<file path="config.mk">
export PLATFORM = sky130hd
export DESIGN_NAME = axis_testpattern_sequencer
export DESIGN_NICKNAME = d
export VERILOG_FILES = /design/src/rtl/axis_tpseq_pkg.sv /design/src/rtl/tpseq_counter.sv /design/src/rtl/axis_testpattern_sequencer.sv
export SDC_FILE = /design/constraint.sdc
export NUM_CORES = 1
export LEC_CHECK = 0
export ABC_AREA = 1
export BUFFER_PORTS_ARGS = -buffer_cell sky130_fd_sc_hd__buf_2
export CORE_UTILIZATION = 41
export DETAILED_ROUTE_END_ITERATION = 16
export HOLD_SLACK_MARGIN = 0.1
export PLACE_DENSITY = 0.67
export SKIP_LAST_GASP = 1
export SYNTH_ARGS = -nofsm -noshare
export SYNTH_HDL_FRONTEND = slang
export SYNTH_SLANG_ARGS = --single-unit
</file>
<file path="constraint.sdc">
create_clock -name m_axis_aclk -period 3.85 [get_ports m_axis_aclk]
set_input_delay 0.385 -clock m_axis_aclk [delete_from_list [all_inputs] [get_ports m_axis_aclk]]
set_output_delay 0.385 -clock m_axis_aclk [all_outputs]
set_load 0.02 [all_outputs]
</file>
<file path="src/rtl/axis_tpseq_pkg.sv">
// Shared types and helpers for the AXI-Stream test-pattern burst sequencer.
package axis_tpseq_pkg;

  typedef enum logic [1:0] {
    ST_IDLE  = 2'd0,
    ST_BURST = 2'd1,
    ST_GAP   = 2'd2
  } state_t;

  // Counter width able to hold 0..len-1, never narrower than one bit.
  function automatic int cnt_width(input int len);
    return $clog2(len > 1 ? len : 2);
  endfunction

endpackage

</file>
<file path="src/rtl/tpseq_counter.sv">
// Loadable up-counter with terminal-count flag and asynchronous active-low clear.
module tpseq_counter #(
  parameter int WIDTH = 4
) (
  input  logic             clk,
  input  logic             rst_n,
  input  logic             load,
  input  logic [WIDTH-1:0] load_value,
  input  logic             inc,
  input  logic [WIDTH-1:0] terminal,
  output logic             tc
);

  logic [WIDTH-1:0] count;

  always_ff @(posedge clk or negedge rst_n) begin
    if (!rst_n) begin
      count <= '0;
    end else if (load) begin
      count <= load_value;
    end else if (inc) begin
      count <= count + 1'b1;
    end
  end

  assign tc = (count == terminal);

endmodule

</file>
<file path="src/rtl/axis_testpattern_sequencer.sv">
// Burst scheduler gating a test-pattern generator's AXI-Stream into fixed bursts and gaps.
// Optional m_axis_tlast output is enabled by defining AXIS_TPSEQ_TLAST_EN.
module axis_testpattern_sequencer
  import axis_tpseq_pkg::*;
#(
  parameter int DATA_WIDTH = 24,
  parameter int BURST_LEN  = 16,
  parameter int GAP_CYCLES = 8,
  parameter int NUM_BURSTS = 0,
  parameter int CNT_WIDTH  = 16
) (
  input  logic                  m_axis_aclk,
  input  logic                  m_axis_aresetn,
  input  logic                  start,
  input  logic                  stop,
  output logic                  gen_enable,
  input  logic [DATA_WIDTH-1:0] s_axis_tdata,
  input  logic                  s_axis_tvalid,
  output logic                  s_axis_tready,
  output logic [DATA_WIDTH-1:0] m_axis_tdata,
  output logic                  m_axis_tvalid,
  input  logic                  m_axis_tready,
`ifdef AXIS_TPSEQ_TLAST_EN
  output logic                  m_axis_tlast,
`endif
  output logic                  busy,
  output logic                  done,
  output logic [CNT_WIDTH-1:0]  burst_count
);

  localparam int BEAT_W = cnt_width(BURST_LEN);
  localparam int GAP_W  = cnt_width(GAP_CYCLES);
  localparam logic [BEAT_W-1:0]    BEAT_LAST = BEAT_W'(BURST_LEN - 1);
  localparam logic [GAP_W-1:0]     GAP_LAST  = GAP_W'(GAP_CYCLES > 0 ? GAP_CYCLES - 1 : 0);
  localparam logic [CNT_WIDTH-1:0] RUN_LEN   = CNT_WIDTH'(NUM_BURSTS);

  state_t state, state_next;
  logic   done_next;
  logic   stop_pending;
  logic   in_burst;
  logic   beat_accept;
  logic   beat_tc;
  logic   gap_tc;
  logic   burst_end;
  logic   start_run;
  logic   stop_req;
  logic   run_complete;
  logic [CNT_WIDTH-1:0] burst_next;

  assign in_burst      = (state == ST_BURST);
  assign m_axis_tdata  = s_axis_tdata;
  assign m_axis_tvalid = s_axis_tvalid & in_burst;
  assign s_axis_tready = m_axis_tready & in_burst;
  assign busy          = (state != ST_IDLE);

`ifdef AXIS_TPSEQ_TLAST_EN
  assign m_axis_tlast = in_burst & s_axis_tvalid & beat_tc;
`endif

  assign beat_accept  = s_axis_tvalid & s_axis_tready;
  assign burst_end    = beat_accept & beat_tc;
  assign start_run    = (state == ST_IDLE) & start & ~stop;
  // A stop arriving on the very cycle of a burst boundary is honoured immediately.
  assign stop_req     = stop_pending | stop;
  assign burst_next   = burst_count + 1'b1;
  assign run_complete = (NUM_BURSTS != 0) && (burst_next == RUN_LEN);

  tpseq_counter #(.WIDTH(BEAT_W)) u_beat_cnt (
    .clk        (m_axis_aclk),
    .rst_n      (m_axis_aresetn),
    .load       (start_run | burst_end),
    .load_value ('0),
    .inc        (beat_accept),
    .terminal   (BEAT_LAST),
    .tc         (beat_tc)
  );

  // Gap counter is held at zero outside GAP so each gap starts fresh.
  tpseq_counter #(.WIDTH(GAP_W)) u_gap_cnt (
    .clk        (m_axis_aclk),
    .rst_n      (m_axis_aresetn),
    .load       (state != ST_GAP),
    .load_value ('0),
    .inc        (state == ST_GAP),
    .terminal   (GAP_LAST),
    .tc         (gap_tc)
  );

  always_comb begin
    state_next = state;
    done_next  = 1'b0;
    case (state)
      ST_IDLE: begin
        if (start_run) state_next = ST_BURST;
      end
      ST_BURST: begin
        if (burst_end) begin
          if (stop_req || run_complete) begin
            state_next = ST_IDLE;
            done_next  = 1'b1;
          end else if (GAP_CYCLES > 0) begin
            state_next = ST_GAP;
          end
        end
      end
      ST_GAP: begin
        if (stop_req) begin
          state_next = ST_IDLE;
          done_next  = 1'b1;
        end else if (gap_tc) begin
          state_next = ST_BURST;
        end
      end
      default: state_next = ST_IDLE;
    endcase
  end

  always_ff @(posedge m_axis_aclk or negedge m_axis_aresetn) begin
    if (!m_axis_aresetn) begin
      state        <= ST_IDLE;
      gen_enable   <= 1'b0;
      done         <= 1'b0;
      burst_count  <= '0;
      stop_pending <= 1'b0;
    end else begin
      state      <= state_next;
      gen_enable <= (state_next == ST_BURST);
      done       <= done_next;
      if (start_run) begin
        burst_count <= '0;
      end else if (burst_end) begin
        burst_count <= burst_next;
      end
      if (state_next == ST_IDLE) begin
        stop_pending <= 1'b0;
      end else if (stop && state != ST_IDLE) begin
        stop_pending <= 1'b1;
      end
    end
  end

endmodule

</file>
==> After elaboration in Yosys (flattened, before gate mapping) <==
Cells that the tools add are included.
{ "word_totals": {"register_bits": 28, "out_inout_bits": 45, "elab_cells": 50} }
{ "op_classes": {"n_addsub": 3, "eq_ne": 6, "muxes": 17, "bitwise": 9, "n_reduce_logical": 8} }
{ "op_table": {"columns": ["cell", "n"], "rows": [
  ["two-way mux 16 bit", 2],
  ["adder 16 x 1 -> 16 bit, second input constant", 1],
  ["two-way mux 2 bit", 5],
  ["nonzero test 2 bit", 5],
  ["two-way mux 4 bit", 2],
  ["AND 1 bit", 6],
  ["two-way mux 3 bit", 2],
  ["case mux 2 bit (3 select lines)", 1],
  ["adder 4 x 1 -> 4 bit, second input constant", 1],
  ["equality test 2 x 1 -> 1 bit, second input constant", 2],
  ["equality test 4 bit, second input constant", 1],
  ["logical NOT 2 bit", 2],
  ["two-way mux 1 bit", 4],
  ["adder 3 x 1 -> 3 bit, second input constant", 1],
  ["equality test 3 bit, second input constant", 1],
  ["equality test 2 bit, second input constant", 1],
  ["inequality test 2 bit, second input constant", 1],
  ["OR 1 bit", 2],
  ["case mux 1 bit (2 select lines)", 1],
  ["logical AND 1 bit", 1],
  ["NOT 1 bit", 1]
]} }

==> Depth between registers and ports, before layout <==
{ "logic_depth": {"depth_word": 8, "depth_mapped": 10} }

==> Hierarchy <==
Synthesis repeated with hierarchy kept, for this count alone.
{ "hier_totals": {"cells_unflattened": 278, "hier_area_um2": 2029.4} }
{ "by_module_without_submodules": {"columns": ["module", "n_inst", "cells_each", "area_each_um2"], "rows": [
  ["axis_testpattern_sequencer", 1, 210, 1545.2],
  ["tpseq_counter at u_beat_cnt", 1, 39, 281.5],
  ["tpseq_counter at u_gap_cnt", 1, 29, 202.7]
]} }

==> Worst setup path after synthesis <==
OpenSTA, ideal clock, no wires.
{ "synth_timing": {"path_kind": "register to register", "startpoint": "reg state[1]", "endpoint": "reg burst_count[9]", "setup_time_ns": 0.121, "arrival_time_ns": 1.342, "required_ns": 3.729, "path_slack_ns": 2.387, "stages_incl_launch_ff": 10, "synth_period_minus_slack_ns": 1.463, "path_cell_list": "dfrtp_1 -> inv_1 -> ha_1 -> nand2_2 -> nor2_4 -> nand2_4 -> nand2_8 -> nand3_1 -> o21ai_0 -> nor2_1"} }
{ "synth_between": {"elab_chain_len": 5, "word_cells_on_any_way": 9, "classes_between": "1 x eq/ne; 1 x mux; 5 x bitwise; 2 x reduce/logical"} }
{ "synth_lines": {"columns": ["element", "line", "rtl"], "rows": [
  ["start: declaration", "axis_testpattern_sequencer.sv:37", "state_t state, state_next;"],
  ["start signal: assignment", "axis_testpattern_sequencer.sv:126", "state <= state_next;"],
  ["equality test 2 x 1 -> 1 bit", "axis_testpattern_sequencer.sv:50", "assign in_burst = (state == ST_BURST);"],
  ["AND 1 bit", "axis_testpattern_sequencer.sv:53", "assign s_axis_tready = m_axis_tready & in_burst;"],
  ["AND 1 bit", "axis_testpattern_sequencer.sv:60", "assign beat_accept = s_axis_tvalid & s_axis_tready;"],
  ["AND 1 bit", "axis_testpattern_sequencer.sv:61", "assign burst_end = beat_accept & beat_tc;"],
  ["nonzero test 2 bit (no source line)", null, null],
  ["end signal: assignment", "axis_testpattern_sequencer.sv:132", "burst_count <= burst_next;"],
  ["end: declaration", "axis_testpattern_sequencer.sv:28", "output logic [CNT_WIDTH-1:0] burst_count"]
]} }
Several ways; a longest one is shown, not always the timed one.
A chain may end at the register's enable or synchronous reset.

==> Final worst setup path <==
{ "layout_timing": {"startpoint": "reg state[0]", "endpoint": "reg burst_count[9]"} }
The elaborated chain is that of the path after synthesis.

==> impl_metrics.py <==
metrics = {
    "drt": {
        "dr_total_vias": 1404,
        "drt_iter0_markers": 77,
        "avgViaCountPerCell": 4.892,
        "wire_per_inst_um": 11.49,
        "drt_pre_antenna_iters": 4,
        "final_antenna_net_count": 0,
        "wl_mm": 3.297,
        "drc": 0,
    },
    "logic_synthesis": {
        "post-synth-top-count-cell": "sky130_fd_sc_hd__nand2_1",
        "post_synth_and_or_nand_nor_area_fraction": 0.2744,
        "sequential_cell_area_fraction_in_the_yosys_report": 0.3900,
        "synth-main-ff-cell": "sky130_fd_sc_hd__dfrtp_1",
        "synth.area.mux_share": 0,
        "synth_area_leader_cell": "sky130_fd_sc_hd__dfrtp_1",
        "synth_enable_flop_cells": 0,
        "synthesis.nets": 272,
        "ys_warn_count": 0,
        "postSynthRegisterBits": 28,
        "synth_commonest_cells": "sky130_fd_sc_hd__nand2_1, sky130_fd_sc_hd__inv_1, sky130_fd_sc_hd__dfrtp_1",
        "ranking_of_synthesized_cells_by_area": "sky130_fd_sc_hd__dfrtp_1, sky130_fd_sc_hd__buf_4, sky130_fd_sc_hd__nand2_1",
        "synthesis.area_um2": 1797,
        "synth_top_area_frac": 0.3900,
        "synthAdderAreaFrac": 0.05571,
        "synthesized_instance_count": 234,
        "synth_area_per_cell_um2": 7.678,
        "combinational_family_with_the_most_area_after_synthesis": "simple AND/OR/NAND/NOR gates",
        "synth_xor_xnor_area_share": 0.004875,
        "synth_compound_gate_area_share": 0.09053,
        "synth-async-reset-ratio": 1.000,
        "netlist-cell-type-count": 25,
    },
    "worst_setup_path": {
        "data_arrival_time_of_the_worst_path_ns": 1.87,
        "critical_path.endpoint_type": "register",
        "max_stage_delay_ns": 0.44,
        "cpMaxStageDelayCell": "sky130_fd_sc_hd__dfrtp_1",
        "path_buf_inv": 1,
        "startpoint_type": "register",
        "crit_type": "register to register",
        "timing.critical_path.cells": "inv_1 > ha_1 > nand2_2 > nand2_8 > nand3_1 > o21ai_0 > nor2_1",
        "critical_path_peak_fanout": 17,
        "cpLargestDelayFamily": "simple AND/OR/NAND/NOR gates",
        "worstPathRequired_ns": 4.02,
    },
    "global_routing": {
        "met1_grt_util": 0.2141,
        "first_pass_grt_wire_length_mm": 5.616,
        "grt_max_degree": 29,
        "met3_demand_to_capacity_share_in_global_routing": 0.04333,
        "global_route.usage.total": 0.1605,
        "grt_pass1_vias": 1267,
        "globalRoute.busiestLayer": "met2",
        "grt_antenna_before_repair": 0,
        "global_route.usage.met2": 0.2525,
        "gr-total-overflow": 0,
    },
    "placement": {
        "count_of_port_buffers_added_during_placement": 26,
        "dp.cells": 284,
        "place.gp.congestion": 0.8163,
        "detailed_placement_wirelength_estimate_mm": 2.517,
        "dp_worst_setup_slack_ns": 2.149,
    },
    "run_status": {
        "status": "finished, final reports clean",
    },
    "power_and_ir_drop": {
        "combPwrFrac": 0.303,
        "p_leak_nw": 1.001,
        "power.density_cell_area_nw_per_um2": 410.3,
        "ir_drop_mv": 0.2285,
        "pwr-share-clk": 0.203,
        "sequentialPowerShare": 0.494,
        "cell_internal_pwr_w": 0.0004801,
        "netSwitchingPower_w": 0.0002726,
        "netSwitchingFraction": 0.3621,
        "finalPower_w": 0.0007527,
    },
    "sta": {
        "slew_violations": 0,
        "fin_tns_setup_ns": 0,
        "finalCriticalPeriod_ns": 1.705,
        "timing.clock.skew_ns": 0.006009,
        "fmax_mhz": 586.4,
        "layout_worst_path_cycle_share": 0.4430,
        "layout_setup_ws_ns": 2.145,
        "setup_violations": 0,
        "final-hold-violation-count": 0,
        "relative_max_transition_margin": 0.5986,
        "rsz0062_at_grt": "no",
        "tightestPinTransition_ns": 0.6021,
    },
    "clock_tree": {
        "ctsHoldBuffers": 0,
        "cts_resized": 0,
        "h_tree_depth": 1,
        "clockBufferDepth": 2,
        "cts_root_buffer": "sky130_fd_sc_hd__clkbuf_8",
        "cts.clk_slew.worst_paths_ns": 0.09,
        "numCtsBuffers": 3,
        "clock_insertion_delay_worst_skew_ns": 0.27,
        "tritoncts_clock_tree": "yes",
        "post-cts-setup-buffer-count": 0,
        "clock-sinks": 28,
    },
    "min_path": {
        "worstHoldPathType": "primary input to async pin",
    },
    "final_layout": {
        "nNetsFinal": 277,
        "fill_cells": 433,
        "stdcell_count": 287,
        "insertedDiodeCount": 0,
        "area.growth.synth_to_final_pct": 2.089,
        "drive_above_1_share": 0.1646,
    },
    "die": {
        "pin_count": 75,
        "floorplan.die.width_um": 68.20,
        "fp-row-count": 23,
        "die_area_um2": 4651,
        "core_region_area_um2": 4115,
        "chipHeight_um": 68.20,
        "initial_utilization": 0.4366,
    },
    "flow_run": {
        "drv_cap": 0,
    },
}
==> power by group through the flow <==
stage / clock network [W] / registers, W / logic (W)
after global placement: 0 / 0.000377 / 0.000228
after floorplan: 0 / 0.000389 / 0.000188
after global routing: 0.000171 / 0.000378 / 0.000264
final: 0.000153 / 0.000372 / 0.000228
after CTS: 0.000161 / 0.000372 / 0.000233
after detailed placement: 0 / 0.000377 / 0.000233
==> layout by cell type (no fill, tap or decap), types with 2 or more instances in the layout <==
master / Yosys / layout
sky130_fd_sc_hd__nand2_1: 41 / 41
sky130_fd_sc_hd__inv_1: 35 / 35
sky130_fd_sc_hd__dfrtp_1: 28 / 28
sky130_fd_sc_hd__buf_2: 1 / 26
sky130_fd_sc_hd__nor2_1: 25 / 25
sky130_fd_sc_hd__o21ai_0: 16 / 16
sky130_fd_sc_hd__nand3_1: 15 / 15
sky130_fd_sc_hd__a21oi_1: 12 / 12
sky130_fd_sc_hd__nand4_1: 11 / 11
sky130_fd_sc_hd__ha_1: 8 / 8
sky130_fd_sc_hd__nand2_2: 3 / 3
sky130_fd_sc_hd__clkbuf_8: 0 / 3
sky130_fd_sc_hd__nand2_4: 2 / 2
sky130_fd_sc_hd__nor3_1: 2 / 2
==> metrics by stage <==
stage          hold WS, ns  utilization  area (um2)
2_1_floorplan      0.08941            -        1797
3_3_place_gp        0.4300       0.4357        1793
3_5_place_dp        0.4248       0.4357        1793
4_1_cts             0.1501       0.4457        1834
5_1_grt             0.1690       0.4457        1834
6_report            0.1155       0.4457        1834
==> final timing paths <==
check / slack (ns) / start / cells past startpoint / to
min in group m_axis_aclk: 0.42 / stop / 3 / stop_pending$_DFFE_PN0P_
worst min register to register: 0.44 / u_gap_cnt.count[0]$_DFF_PN0_ / 1 / u_gap_cnt.count[0]$_DFF_PN0_
max in group asynchronous: 3.34 / m_axis_aresetn / 1 / burst_count[1]$_DFFE_PN0N_
worst min-delay path: 0.12 / m_axis_aresetn / 1 / state[0]$_DFF_PN0_
worst max register to register: 2.14 / state[0]$_DFF_PN0_ / 7 / burst_count[9]$_DFFE_PN0N_
worst max-delay path: 2.14 / state[0]$_DFF_PN0_ / 7 / burst_count[9]$_DFFE_PN0N_
==> worst reg2reg max path: stages, from the launching register on <==
cell and delay [ns]:
sky130_fd_sc_hd__dfrtp_1 0.44, sky130_fd_sc_hd__inv_1 0.11, sky130_fd_sc_hd__ha_1 0.24, sky130_fd_sc_hd__nand2_2 0.27
sky130_fd_sc_hd__nand2_8 0.23, sky130_fd_sc_hd__nand3_1 0.11, sky130_fd_sc_hd__o21ai_0 0.16, sky130_fd_sc_hd__nor2_1 0.05
==> final cells by class <==
class	count	area [um2]	share of cell area
Multi-Input combinational cell	144	764.5	0.4168
Tap cell	50	62.56	0.03411
Timing Repair Buffer	26	130.1	0.07094
Clock buffer	3	41.29	0.02251
Inverter	36	135.1	0.07367
Sequential cell	28	700.7	0.3820
==> metal layers <==
layer / share of wire / up-vias
li1: - / 733
met3: 0.059 / 6
met2: 0.47 / 31
met5: 0 / -
met4: 0.010 / 0
met1: 0.46 / 634
==> registers in the layout, summed over array words and instances (netlist names) <==
signal / cells
u_beat_cnt.count: 4
state: 2
stop_pending: 1
gen_enable: 1
burst_count: 16
done: 1
u_gap_cnt.count: 3
==> cells by family (layout without fill, tap and decap cells) <==
kind of cell    after synthesis  count (layout)
compound gates               31              31
xor+xnor                      1               1
fa+ha+maj                     8               8
buf+inv                      62              65
flops                        28              28
simple gates                104             104
Note: power is estimated with default switching activity, not from simulation.
